--- config.mk ---
export PLATFORM = sky130hd
export DESIGN_NAME = fse_lms_tap_updater_flat
export DESIGN_NICKNAME = d
export VERILOG_FILES = /design/src/rtl/fse_lms_tap_updater_if.sv /design/src/rtl/fse_lms_tap_updater.sv /design/src/flat_wrapper.sv
export SDC_FILE = /design/constraint.sdc
export NUM_CORES = 2
export LEC_CHECK = 0
export ABC_CLOCK_PERIOD_IN_PS = 7800
export CAP_MARGIN = 5
export CORE_AREA = 3 3 432 434
export DETAILED_ROUTE_END_ITERATION = 16
export DIE_AREA = 0 0 435 437
export SLEW_MARGIN = 15
export SYNTH_ARGS = -nofsm -noshare
export SYNTH_HDL_FRONTEND = slang
export SYNTH_SLANG_ARGS = --single-unit
--- constraint.sdc ---
create_clock -name clk -period 7.8 [get_ports clk]
set_input_delay 1.17 -clock clk [delete_from_list [all_inputs] [get_ports clk]]
set_output_delay 1.17 -clock clk [all_outputs]
set_load 0.02 [all_outputs]
--- src/rtl/fse_lms_tap_updater_if.sv ---
// Coefficient-update bus between the FSE tap updater and its surroundings:
// regressor samples, slicer error, adaptation control and the published tap set.
interface fse_lms_tap_updater_if #(
    parameter int NUM_TAPS = 9,
    parameter int NBT_IN   = 8,
    parameter int NBT_ERR  = 12,
    parameter int NBT_TAPS = 28
);
    logic signed [NBT_IN-1:0]      i_is_data_I;
    logic signed [NBT_IN-1:0]      i_is_data_Q;
    logic                          i_ctrl;
    logic signed [NBT_ERR-1:0]     i_err_I;
    logic signed [NBT_ERR-1:0]     i_err_Q;
    logic                          i_err_valid;
    logic                          i_en_adapt;
    logic [NUM_TAPS*NBT_TAPS-1:0]  o_taps_I;
    logic [NUM_TAPS*NBT_TAPS-1:0]  o_taps_Q;
    logic                          o_en_taps;
    logic                          o_busy;

    modport master (
        output i_is_data_I, i_is_data_Q, i_ctrl, i_err_I, i_err_Q, i_err_valid, i_en_adapt,
        input  o_taps_I, o_taps_Q, o_en_taps, o_busy
    );

    modport slave (
        input  i_is_data_I, i_is_data_Q, i_ctrl, i_err_I, i_err_Q, i_err_valid, i_en_adapt,
        output o_taps_I, o_taps_Q, o_en_taps, o_busy
    );
endinterface

--- src/rtl/fse_lms_tap_updater.sv ---
// Serial complex LMS tap updater for the fractionally spaced equalizer:
// one tap per clock, whole tap set published atomically with a one-cycle strobe.
module fse_lms_tap_updater #(
    parameter int NUM_TAPS = 9,
    parameter int NBT_IN   = 8,
    parameter int NBF_IN   = 7,
    parameter int NBT_ERR  = 12,
    parameter int NBF_ERR  = 9,
    parameter int NBT_TAPS = 28,
    parameter int NBF_TAPS = 25,
    parameter int MU_SHIFT = 9
) (
    input  logic                 clk,
    input  logic                 i_reset_n,
    fse_lms_tap_updater_if.slave bus
);

    localparam int PROD_W = NBT_IN + NBT_ERR + 1;
    localparam int INC_W  = NBT_TAPS + 1;
    localparam int SUM_W  = NBT_TAPS + 2;
    localparam int F_SCL  = NBF_IN + NBF_ERR + MU_SHIFT;
    localparam int SHL    = (F_SCL <= NBF_TAPS) ? (NBF_TAPS - F_SCL) : 0;
    localparam int SHR    = (F_SCL >  NBF_TAPS) ? (F_SCL - NBF_TAPS) : 0;
    localparam int K_W    = (NUM_TAPS > 1) ? $clog2(NUM_TAPS) : 1;
    localparam int CENTER = NUM_TAPS / 2;

    localparam logic [K_W-1:0] LAST_K = K_W'(NUM_TAPS - 1);
    localparam logic signed [NBT_TAPS-1:0] TAP_ONE =
        {{(NBT_TAPS-NBF_TAPS-1){1'b0}}, 1'b1, {NBF_TAPS{1'b0}}};
    localparam logic signed [SUM_W-1:0] TAP_MAX =
        {{(SUM_W-NBT_TAPS+1){1'b0}}, {(NBT_TAPS-1){1'b1}}};
    localparam logic signed [SUM_W-1:0] TAP_MIN =
        {{(SUM_W-NBT_TAPS+1){1'b1}}, {(NBT_TAPS-1){1'b0}}};

    typedef enum logic [1:0] {IDLE, UPDATE, PUBLISH} state_t;

    state_t state, state_nxt;
    logic [K_W-1:0] k;

    logic signed [NBT_IN-1:0]   x_I [NUM_TAPS];
    logic signed [NBT_IN-1:0]   x_Q [NUM_TAPS];
    logic signed [NBT_IN-1:0]   snap_x_I_p0 [NUM_TAPS];
    logic signed [NBT_IN-1:0]   snap_x_Q_p0 [NUM_TAPS];
    logic signed [NBT_ERR-1:0]  err_I_p0;
    logic signed [NBT_ERR-1:0]  err_Q_p0;
    logic signed [NBT_TAPS-1:0] w_I [NUM_TAPS];
    logic signed [NBT_TAPS-1:0] w_Q [NUM_TAPS];
    logic signed [NBT_TAPS-1:0] pub_I [NUM_TAPS];
    logic signed [NBT_TAPS-1:0] pub_Q [NUM_TAPS];

    logic signed [NBT_IN-1:0]   xk_I, xk_Q;
    logic signed [PROD_W-1:0]   xk_I_ext, xk_Q_ext, e_I_ext, e_Q_ext;
    logic signed [PROD_W-1:0]   prod_re, prod_im;
    logic signed [INC_W-1:0]    inc_re, inc_im;
    logic signed [NBT_TAPS-1:0] wk_I, wk_Q, new_I, new_Q;
    logic                       start;

    function automatic logic signed [INC_W-1:0] align_inc(input logic signed [PROD_W-1:0] p);
        logic signed [INC_W-1:0] ext;
        ext = {{(INC_W-PROD_W){p[PROD_W-1]}}, p};
        return (ext <<< SHL) >>> SHR;
    endfunction

    function automatic logic signed [NBT_TAPS-1:0] sat_tap(input logic signed [NBT_TAPS-1:0] w,
                                                         input logic signed [INC_W-1:0] inc);
        logic signed [SUM_W-1:0] sum;
        sum = {{(SUM_W-NBT_TAPS){w[NBT_TAPS-1]}}, w} + {{(SUM_W-INC_W){inc[INC_W-1]}}, inc};
        if (sum > TAP_MAX)      return TAP_MAX[NBT_TAPS-1:0];
        else if (sum < TAP_MIN) return TAP_MIN[NBT_TAPS-1:0];
        else                    return sum[NBT_TAPS-1:0];
    endfunction

    assign start = (state == IDLE) && bus.i_err_valid && bus.i_en_adapt;

    // Regressor line mirrors the equalizer delay line, independent of the FSM.
    always_ff @(posedge clk or negedge i_reset_n) begin
        if (!i_reset_n) begin
            for (int j = 0; j < NUM_TAPS; j++) begin
                x_I[j] <= '0;
                x_Q[j] <= '0;
            end
        end else if (bus.i_ctrl) begin
            x_I[0] <= bus.i_is_data_I;
            x_Q[0] <= bus.i_is_data_Q;
            for (int j = 1; j < NUM_TAPS; j++) begin
                x_I[j] <= x_I[j-1];
                x_Q[j] <= x_Q[j-1];
            end
        end
    end

    // Stage p0: snapshot of regressor (pre-shift) and error for the whole update.
    always_ff @(posedge clk) begin
        if (start) begin
            snap_x_I_p0 <= x_I;
            snap_x_Q_p0 <= x_Q;
            err_I_p0    <= bus.i_err_I;
            err_Q_p0    <= bus.i_err_Q;
        end
    end

    always_ff @(posedge clk or negedge i_reset_n) begin
        if (!i_reset_n) begin
            state <= IDLE;
            k     <= '0;
        end else begin
            state <= state_nxt;
            k     <= (state == UPDATE) ? k + 1'b1 : '0;
        end
    end

    always_comb begin
        state_nxt = state;
        case (state)
            IDLE:    if (start) state_nxt = UPDATE;
            UPDATE: begin
                if (!bus.i_en_adapt)  state_nxt = IDLE;
                else if (k == LAST_K) state_nxt = PUBLISH;
            end
            PUBLISH: state_nxt = IDLE;
            default: state_nxt = IDLE;
        endcase
    end

    // Stage p1: w_k += mu * e * conj(x_k), one tap per clock.
    assign xk_I     = snap_x_I_p0[k];
    assign xk_Q     = snap_x_Q_p0[k];
    assign wk_I     = w_I[k];
    assign wk_Q     = w_Q[k];
    assign xk_I_ext = {{(PROD_W-NBT_IN){xk_I[NBT_IN-1]}}, xk_I};
    assign xk_Q_ext = {{(PROD_W-NBT_IN){xk_Q[NBT_IN-1]}}, xk_Q};
    assign e_I_ext  = {{(PROD_W-NBT_ERR){err_I_p0[NBT_ERR-1]}}, err_I_p0};
    assign e_Q_ext  = {{(PROD_W-NBT_ERR){err_Q_p0[NBT_ERR-1]}}, err_Q_p0};
    assign prod_re  = e_I_ext * xk_I_ext + e_Q_ext * xk_Q_ext;
    assign prod_im  = e_Q_ext * xk_I_ext - e_I_ext * xk_Q_ext;
    assign inc_re   = align_inc(prod_re);
    assign inc_im   = align_inc(prod_im);
    assign new_I    = sat_tap(wk_I, inc_re);
    assign new_Q    = sat_tap(wk_Q, inc_im);

    // The published set is loaded on the edge entering PUBLISH, so the bus
    // already carries the new taps while the strobe is high.
    always_ff @(posedge clk or negedge i_reset_n) begin
        if (!i_reset_n) begin
            for (int j = 0; j < NUM_TAPS; j++) begin
                w_I[j]   <= (j == CENTER) ? TAP_ONE : '0;
                w_Q[j]   <= '0;
                pub_I[j] <= (j == CENTER) ? TAP_ONE : '0;
                pub_Q[j] <= '0;
            end
        end else if (state == UPDATE) begin
            if (!bus.i_en_adapt) begin
                w_I <= pub_I;
                w_Q <= pub_Q;
            end else begin
                w_I[k] <= new_I;
                w_Q[k] <= new_Q;
                if (k == LAST_K) begin
                    for (int j = 0; j < NUM_TAPS; j++) begin
                        pub_I[j] <= (j == NUM_TAPS - 1) ? new_I : w_I[j];
                        pub_Q[j] <= (j == NUM_TAPS - 1) ? new_Q : w_Q[j];
                    end
                end
            end
        end
    end

    for (genvar g = 0; g < NUM_TAPS; g++) begin : g_pack
        assign bus.o_taps_I[g*NBT_TAPS +: NBT_TAPS] = pub_I[g];
        assign bus.o_taps_Q[g*NBT_TAPS +: NBT_TAPS] = pub_Q[g];
    end

    assign bus.o_en_taps = (state == PUBLISH);
    assign bus.o_busy    = (state != IDLE);

endmodule

--- src/flat_wrapper.sv ---
// flat-port wrapper written by rule: the top's interface ports become plain ports
module fse_lms_tap_updater_flat 
#(
    parameter int NUM_TAPS = 9,
    parameter int NBT_IN   = 8,
    parameter int NBF_IN   = 7,
    parameter int NBT_ERR  = 12,
    parameter int NBF_ERR  = 9,
    parameter int NBT_TAPS = 28,
    parameter int NBF_TAPS = 25,
    parameter int MU_SHIFT = 9
)
  (clk, i_reset_n, bus_i_is_data_I, bus_i_is_data_Q, bus_i_ctrl, bus_i_err_I, bus_i_err_Q, bus_i_err_valid, bus_i_en_adapt, bus_o_taps_I, bus_o_taps_Q, bus_o_en_taps, bus_o_busy);
  fse_lms_tap_updater_if #(.NUM_TAPS(NUM_TAPS), .NBT_IN(NBT_IN), .NBT_ERR(NBT_ERR), .NBT_TAPS(NBT_TAPS)) bus_i ();
  input  logic clk;
  input  logic i_reset_n;
  input wire logic [$bits(bus_i.i_is_data_I)-1:0] bus_i_is_data_I;
  input wire logic [$bits(bus_i.i_is_data_Q)-1:0] bus_i_is_data_Q;
  input wire logic [$bits(bus_i.i_ctrl)-1:0] bus_i_ctrl;
  input wire logic [$bits(bus_i.i_err_I)-1:0] bus_i_err_I;
  input wire logic [$bits(bus_i.i_err_Q)-1:0] bus_i_err_Q;
  input wire logic [$bits(bus_i.i_err_valid)-1:0] bus_i_err_valid;
  input wire logic [$bits(bus_i.i_en_adapt)-1:0] bus_i_en_adapt;
  output wire logic [$bits(bus_i.o_taps_I)-1:0] bus_o_taps_I;
  output wire logic [$bits(bus_i.o_taps_Q)-1:0] bus_o_taps_Q;
  output wire logic [$bits(bus_i.o_en_taps)-1:0] bus_o_en_taps;
  output wire logic [$bits(bus_i.o_busy)-1:0] bus_o_busy;
  assign bus_i.i_is_data_I = bus_i_is_data_I;
  assign bus_i.i_is_data_Q = bus_i_is_data_Q;
  assign bus_i.i_ctrl = bus_i_ctrl;
  assign bus_i.i_err_I = bus_i_err_I;
  assign bus_i.i_err_Q = bus_i_err_Q;
  assign bus_i.i_err_valid = bus_i_err_valid;
  assign bus_i.i_en_adapt = bus_i_en_adapt;
  assign bus_o_taps_I = bus_i.o_taps_I;
  assign bus_o_taps_Q = bus_i.o_taps_Q;
  assign bus_o_en_taps = bus_i.o_en_taps;
  assign bus_o_busy = bus_i.o_busy;
  fse_lms_tap_updater #(.NUM_TAPS(NUM_TAPS), .NBT_IN(NBT_IN), .NBF_IN(NBF_IN), .NBT_ERR(NBT_ERR), .NBF_ERR(NBF_ERR), .NBT_TAPS(NBT_TAPS), .NBF_TAPS(NBF_TAPS), .MU_SHIFT(MU_SHIFT)) u_core (.clk(clk), .i_reset_n(i_reset_n), .bus(bus_i));
endmodule
* Yosys cells after proc, flatten, opt, wreduce, memory -nomap -nowiden
Cells that the tools add are included.
** Cells by class
- Add/sub/neg operators :: 5
- Multiply operators :: 4
- $lt $le $gt $ge :: 6
- Equality and inequality tests :: 5
- Multiplexer cells :: 27
- Bitwise gates (word level) :: 1
- Reduce and logical (&&, ||, !) cells :: 7
** Operators with widths (count)
- bitwise mux 252 bit :: 2
- 2-to-1 mux 252 bit :: 2
- 2-to-1 mux 28 bit :: 9
- binary-select mux 28 bit (select 4 bit) :: 2
- demux 28 bit (select 4 bit) :: 1
- multiplier 12 x 8 -> 20 bit :: 4
- binary-select mux 8 bit (select 4 bit) :: 2
- > comparator 30 x 28 -> 1 bit (second input constant) :: 2
- < comparator 30 x 28 -> 1 bit (second input constant) :: 2
- adder 28 x 21 -> 29 bit :: 2
- 2-to-1 mux 8 bit :: 4
- adder 20 x 20 -> 21 bit :: 1
- subtractor 20 x 20 -> 21 bit :: 1
- 2-to-1 mux 2 bit :: 3
- >= comparator 5 bit (second input constant) :: 1
- < comparator 5 x 1 -> 1 bit (second input constant) :: 1
- NOT 4 -> 5 bit :: 1
- adder 4 x 1 -> 4 bit (second input constant) :: 1
- == test 4 bit (second input constant) :: 1
- 2-to-1 mux 4 bit :: 1
- one-hot mux 2 bit (2 select lines) :: 1
- logical AND 1 bit :: 3
- inequality test 3 bit (second input constant) :: 1
- AND reduction 3 bit :: 1
- 6 further kinds :: 6
** Word-level totals
- Flip-flop bits (word level) :: 1326
- Input port bits :: 45
- Output and inout port bits :: 506
- Logic and storage cells :: 131

* Logic depth before layout (Yosys ltp)
- Depth in word-level cells :: 12
- Mapped depth :: 36
- Depth with buffers taken out :: 30

* Worst setup path before layout
OpenSTA, ideal clock, no wires.
- Kind :: flip-flop to flip-flop
- Start :: reg u_core.k[0]
- End :: reg u_core.w_I[142] (netlist bit)
- Data arrival time :: 8.420 ns
- Setup slack :: -0.745 ns
- Stages on the path, launching flop included :: 33
- Buffers on the path :: 8
- Cells stage by stage :: dfrtp_1 > buf_2 > buf_2 > buf_2 > buf_1 > buf_2 > o21ai_0 > and2_1 > clkbuf_1 > nand2_1 > inv_1 > fa_1 > fa_1 > inv_1 > fa_1 > fa_1 > inv_1 > fa_1 > inv_1 > fa_1 > inv_1 > ha_1 > a21o_1 > a21o_1 > a21oi_1 > or3b_2 > nor2_1 > a211o_1 > buf_2 > a21boi_0 > buf_2 > a221oi_1 > nor2_1
** On the way
- Longest elaborated chain between the ends :: 12
- Elaborated cells on any way between the ends :: 25
- Those cells by class :: 2 x add/sub; 2 x mul; 4 x order compare; 15 x mux; 1 x bitwise; 1 x reduce/logical
** RTL lines
- start, declared :: RTL line fse_lms_tap_updater.sv:38 : logic [K_W-1:0] k;
- start signal, assigned :: RTL line fse_lms_tap_updater.sv:108 : k <= (state == UPDATE) ? k + 1'b1 : '0;
- NOT 4 -> 5 bit (implied by the code) (*)
- binary-select mux 8 bit (select 4 bit) (on tied branches) :: RTL line fse_lms_tap_updater.sv:126, fse_lms_tap_updater.sv:127
- 2-to-1 mux 8 bit (on tied branches) (2 in a row) :: RTL line fse_lms_tap_updater.sv:126, fse_lms_tap_updater.sv:127
- multiplier 12 x 8 -> 20 bit :: RTL line fse_lms_tap_updater.sv:134 : assign prod_re = e_I_ext * xk_I_ext + e_Q_ext * xk_Q_ext;
- adder 20 x 20 -> 21 bit :: RTL line fse_lms_tap_updater.sv:134
- adder 28 x 21 -> 29 bit :: RTL line fse_lms_tap_updater.sv:67 : sum = {{(SUM_W-NBT_TAPS){w[NBT_TAPS-1]}}, w} + {{(SUM_W-INC_W){inc[INC_W-1]}}, inc};
- < comparator 30 x 28 -> 1 bit :: RTL line fse_lms_tap_updater.sv:69 : else if (sum < TAP_MIN) return TAP_MIN[NBT_TAPS-1:0];
- 2-to-1 mux 28 bit :: RTL line fse_lms_tap_updater.sv:69
- 2-to-1 mux 28 bit :: RTL line fse_lms_tap_updater.sv:68 : if (sum > TAP_MAX) return TAP_MAX[NBT_TAPS-1:0];
- bitwise mux 252 bit (*) :: RTL line fse_lms_tap_updater.sv:156 : w_I[k] <= new_I;
- 2-to-1 mux 252 bit (*) :: RTL line fse_lms_tap_updater.sv:152 : if (!bus.i_en_adapt) begin
- end signal, assigned by index :: RTL line fse_lms_tap_updater.sv:146 : w_I[j] <= (j == CENTER) ? TAP_ONE : '0;
- end signal, assigned :: RTL line fse_lms_tap_updater.sv:153 : w_I <= pub_I;
- end signal, assigned by index :: RTL line fse_lms_tap_updater.sv:156
- end, declared :: RTL line fse_lms_tap_updater.sv:46 : logic signed [NBT_TAPS-1:0] w_I [NUM_TAPS];
Mark *: on every way between the ends. The rest lies on a longest branch, timed or not. The select of a mux whose other input is x is not followed.
A chain may end at the register's enable or synchronous reset.

* Worst setup path after layout
- Start :: reg u_core.k[0]
- End :: reg u_core.w_Q[132] (netlist bit)
** On the way
- Longest elaborated chain between the ends :: 12
- Elaborated cells on any way between the ends :: 25
- Those cells by class :: 2 x add/sub; 2 x mul; 4 x order compare; 15 x mux; 1 x bitwise; 1 x reduce/logical
** RTL lines
- NOT 4 -> 5 bit (implied by the code) (*)
- binary-select mux 8 bit (select 4 bit) (on tied branches) :: RTL line fse_lms_tap_updater.sv:126, fse_lms_tap_updater.sv:127
- 2-to-1 mux 8 bit (on tied branches) (2 in a row) :: RTL line fse_lms_tap_updater.sv:126, fse_lms_tap_updater.sv:127
- multiplier 12 x 8 -> 20 bit :: RTL line fse_lms_tap_updater.sv:135 : assign prod_im = e_Q_ext * xk_I_ext - e_I_ext * xk_Q_ext;
- subtractor 20 x 20 -> 21 bit :: RTL line fse_lms_tap_updater.sv:135
- adder 28 x 21 -> 29 bit :: RTL line fse_lms_tap_updater.sv:67
- < comparator 30 x 28 -> 1 bit :: RTL line fse_lms_tap_updater.sv:69
- 2-to-1 mux 28 bit :: RTL line fse_lms_tap_updater.sv:69
- 2-to-1 mux 28 bit :: RTL line fse_lms_tap_updater.sv:68
- bitwise mux 252 bit (*) :: RTL line fse_lms_tap_updater.sv:157 : w_Q[k] <= new_Q;
- 2-to-1 mux 252 bit (*) :: RTL line fse_lms_tap_updater.sv:152
- end signal, assigned :: RTL line fse_lms_tap_updater.sv:154 : w_Q <= pub_Q;
- end signal, assigned by index :: RTL line fse_lms_tap_updater.sv:157
- end, declared :: RTL line fse_lms_tap_updater.sv:47 : logic signed [NBT_TAPS-1:0] w_Q [NUM_TAPS];
Marked as above.

==> flow_metrics.tcl <==
set metrics [dict create \
    grt_pass1_vias 65930 \
    dp.cells 10930 \
    grt-ovfl-total 0 \
    postRouteAntennaNets 0 \
    min_period_ns 8.027 \
    nets 9503 \
    htreeDepth 4 \
    cp_max_fo 6 \
    io_buffers 550 \
    syn-num-nets 8543 \
    fmax_ghz 0.1246 \
    cts_tree "yes" \
    postSynthCellCount 7775 \
    cp_data_required_time_ns 8.55 \
    slew_headroom_pct 15.90 \
    rows 157 \
    arrival_ns 8.78 \
    root_buffer "clkbuf_16" \
    yosysSeqAreaShare_pct 44.24 \
    worst_slew_pin_slew_ns 1.261 \
    finalSetupViolations 503 \
    cts_buffer_depth 3 \
    syn_avg_cell_area_um2 9.893 \
    final_common_cell "nand2_1" \
    drc 0 \
    worstHoldPathType "reg2reg" \
    clk_latency_ns 0.84 \
    r2r_start "u_core.k[0]" \
    dieWidth_um 435 \
    area_growth_pct 28.50 \
    synth_ff_type "dfrtp_1" \
    cts.sinks 1326 \
    fin_skew_ns 0.05404 \
    ios 551 \
    worst_setup_path_start_kind "flip-flop" \
    antenna_found_initial 14 \
    finalNonFillerCells 11320 \
    yosysWarningCount 0 \
    die_h_um 437 \
    drv_cap 0 \
    wl_um 311200 \
    via_count 65280 \
    core-area_um2 183100 \
    rsz0062_at_grt "yes" \
    die_area_um2 190100 \
    grt_use_total_pct 32.34 \
    wl_per_cell_um 27.49 \
    violations "setup timing" \
    slowest_stage "fa_2" \
    cts.clk_slew.worst_paths_ns 0.06 \
    status "complete, but fails checks" \
    crit_type "reg2reg" \
    layout_setup_ws_ns -0.2265 \
    end_kind "flip-flop" \
    min_period_over_period_pct 102.9 \
    final_cell_mix "nand2_1 (1,658), dfrtp_1 (1,152), inv_1 (722)" \
    cp-startpoint "u_core.k[0]" \
    initial_core_util_pct 42.01 \
    cpPeakStageDelay_ns 0.59 \
    viasPerCell 5.765 \
    async_reset_ff_share_pct 87.33 \
    drive_gt1_share_pct 18.73 \
    dp_hpwl_um 217800 \
    n_fill_cell 16070 \
    setup_tns_ns -46.58 \
    drtIter0Drc 7251 \
    synth_seq_cells 1326 \
    globalplace.congestion 0.9319 \
    crit_top_cell "inv_2" \
    grt_max_degree 175 \
    synth_edf_count 168 \
    hold_start "u_core.x_I[1]" \
    first_pass_iters 6 \
    hold_violations 0 \
    synth_cell_types 79 \
    syn-cell-area_um2 76920 \
    drv_slew 0 \
    grt_pass1_wl_um 455000 \
    cts_buffers 146 \
]
[worst max-delay path, delay by kind of cell (launching register included)]
family,cells,cell delay (ns)
compound gates,8,1.54
buf+inv,15,1.66
mux,1,0.24
simple gates,4,0.86
fa+ha+maj,7,3.12
flops,1,0.50
[metal layers]
layer	track usage, %	wire length [um]	part of all wire (%)
met5	0	0	0
met4	25.25	28950	9.3
met3	6.482	25510	8.2
met2	49.31	140200	45
met1	40.42	116600	37
[path summary, 6_finish.rpt]
kind                                            end  slack (ns)  depth (start not counted)
max in group asynchronous           u_core.w_I[236]        5.41                          3
min in group asynchronous  u_core.bus.o_taps_I[124]        0.43                          1
max                                 u_core.w_Q[132]       -0.23                         35
min                           u_core.snap_x_I_p0[1]        0.41                          0
max reg2reg                         u_core.w_Q[132]       -0.23                         35
min reg2reg                   u_core.snap_x_I_p0[1]        0.41                          0
[repair_timing]
action | CTS | global route
gates resized for setup | 448 | 125
cloned | 18 | 1
hold endpoints to repair | 0 | 0
setup endpoints to repair | 558 | 558
setup buffers | 92 | 12
hold buffers | 0 | 0
pin swaps | 115 | 41
[sequential cells by signal (all words and copies together) (netlist names), 72 cells and up]
register             flops
u_core.snap_x_I_p0      72
u_core.bus.o_taps_Q    252
u_core.w_I             252
u_core.w_Q             252
u_core.x_I              72
u_core.x_Q              72
u_core.snap_x_Q_p0      72
u_core.bus.o_taps_I    252
[logic make-up after synthesis]
kind of cell	synth area share (%)
adder cells (fa/ha/maj)	16.88
multiplexers	6.380
flip-flops	44.24
AND/OR/NAND/NOR	14.85
buffers and inverters	6.134
AO/OA/AOI/OAI	10.85
XOR/XNOR	0.6702
[metrics by stage]
stage	util, %	hold WS, ns	setup WS (ns)	area (um^2)
after floorplan	-	0.4211	0.0005462	77080
after global placement	49.19	0.4249	-0.5888	90050
after detailed placement	49.19	0.4313	-0.7255	90050
after CTS	53.60	0.4101	-0.1539	98130
after global routing	53.98	0.4245	-0.4704	98830
final	53.99	0.4142	-0.2265	98840
[synthesized netlist by cell type, drive strengths merged, types with 16 or more instances]
| master | number | area (um^2) |
|---|---|---|
| nand2 | 1676 | 6291 |
| dfrtp | 1156 | 28930 |
| inv | 742 | 2785 |
| nor2 | 699 | 2646 |
| fa | 511 | 10230 |
| clkbuf | 424 | 1592 |
| a21oi | 358 | 1795 |
| o21ai | 285 | 1475 |
| and3 | 277 | 1733 |
| a221oi | 232 | 2032 |
| ha | 212 | 2653 |
| edfxtp | 168 | 5045 |
| o22ai | 162 | 1013 |
| mux2 | 144 | 1622 |
| mux2i | 128 | 1281 |
| mux4 | 89 | 2004 |
| buf | 72 | 334.1 |
| a32oi | 48 | 420.4 |
| a21o | 45 | 337.8 |
| and2 | 38 | 237.7 |
| xnor2 | 35 | 314.1 |
| o21a | 24 | 180.2 |
| xor2 | 23 | 201.4 |
| nor3 | 19 | 95.09 |
| a22o | 18 | 157.7 |
| nand3 | 17 | 85.08 |
| o221ai | 16 | 140.1 |
[cell type report]
cell class / count / area [um^2] / share of cell area [%]
multi-input cells: 5212 / 40530 / 41.00
flip-flops and latches: 1326 / 34040 / 34.44
repair buffers: 1305 / 13420 / 13.58
clock buffers: 214 / 4290 / 4.341
well taps: 2464 / 3083 / 3.119
inverters: 744 / 2824 / 2.857
clock inverters: 51 / 641.9 / 0.6494
diodes: 7 / 17.52 / 0.01772
Power is left out: the tool's default activity adds up to more than one toggle a clock period on the data nets, which glitch-free logic cannot reach.
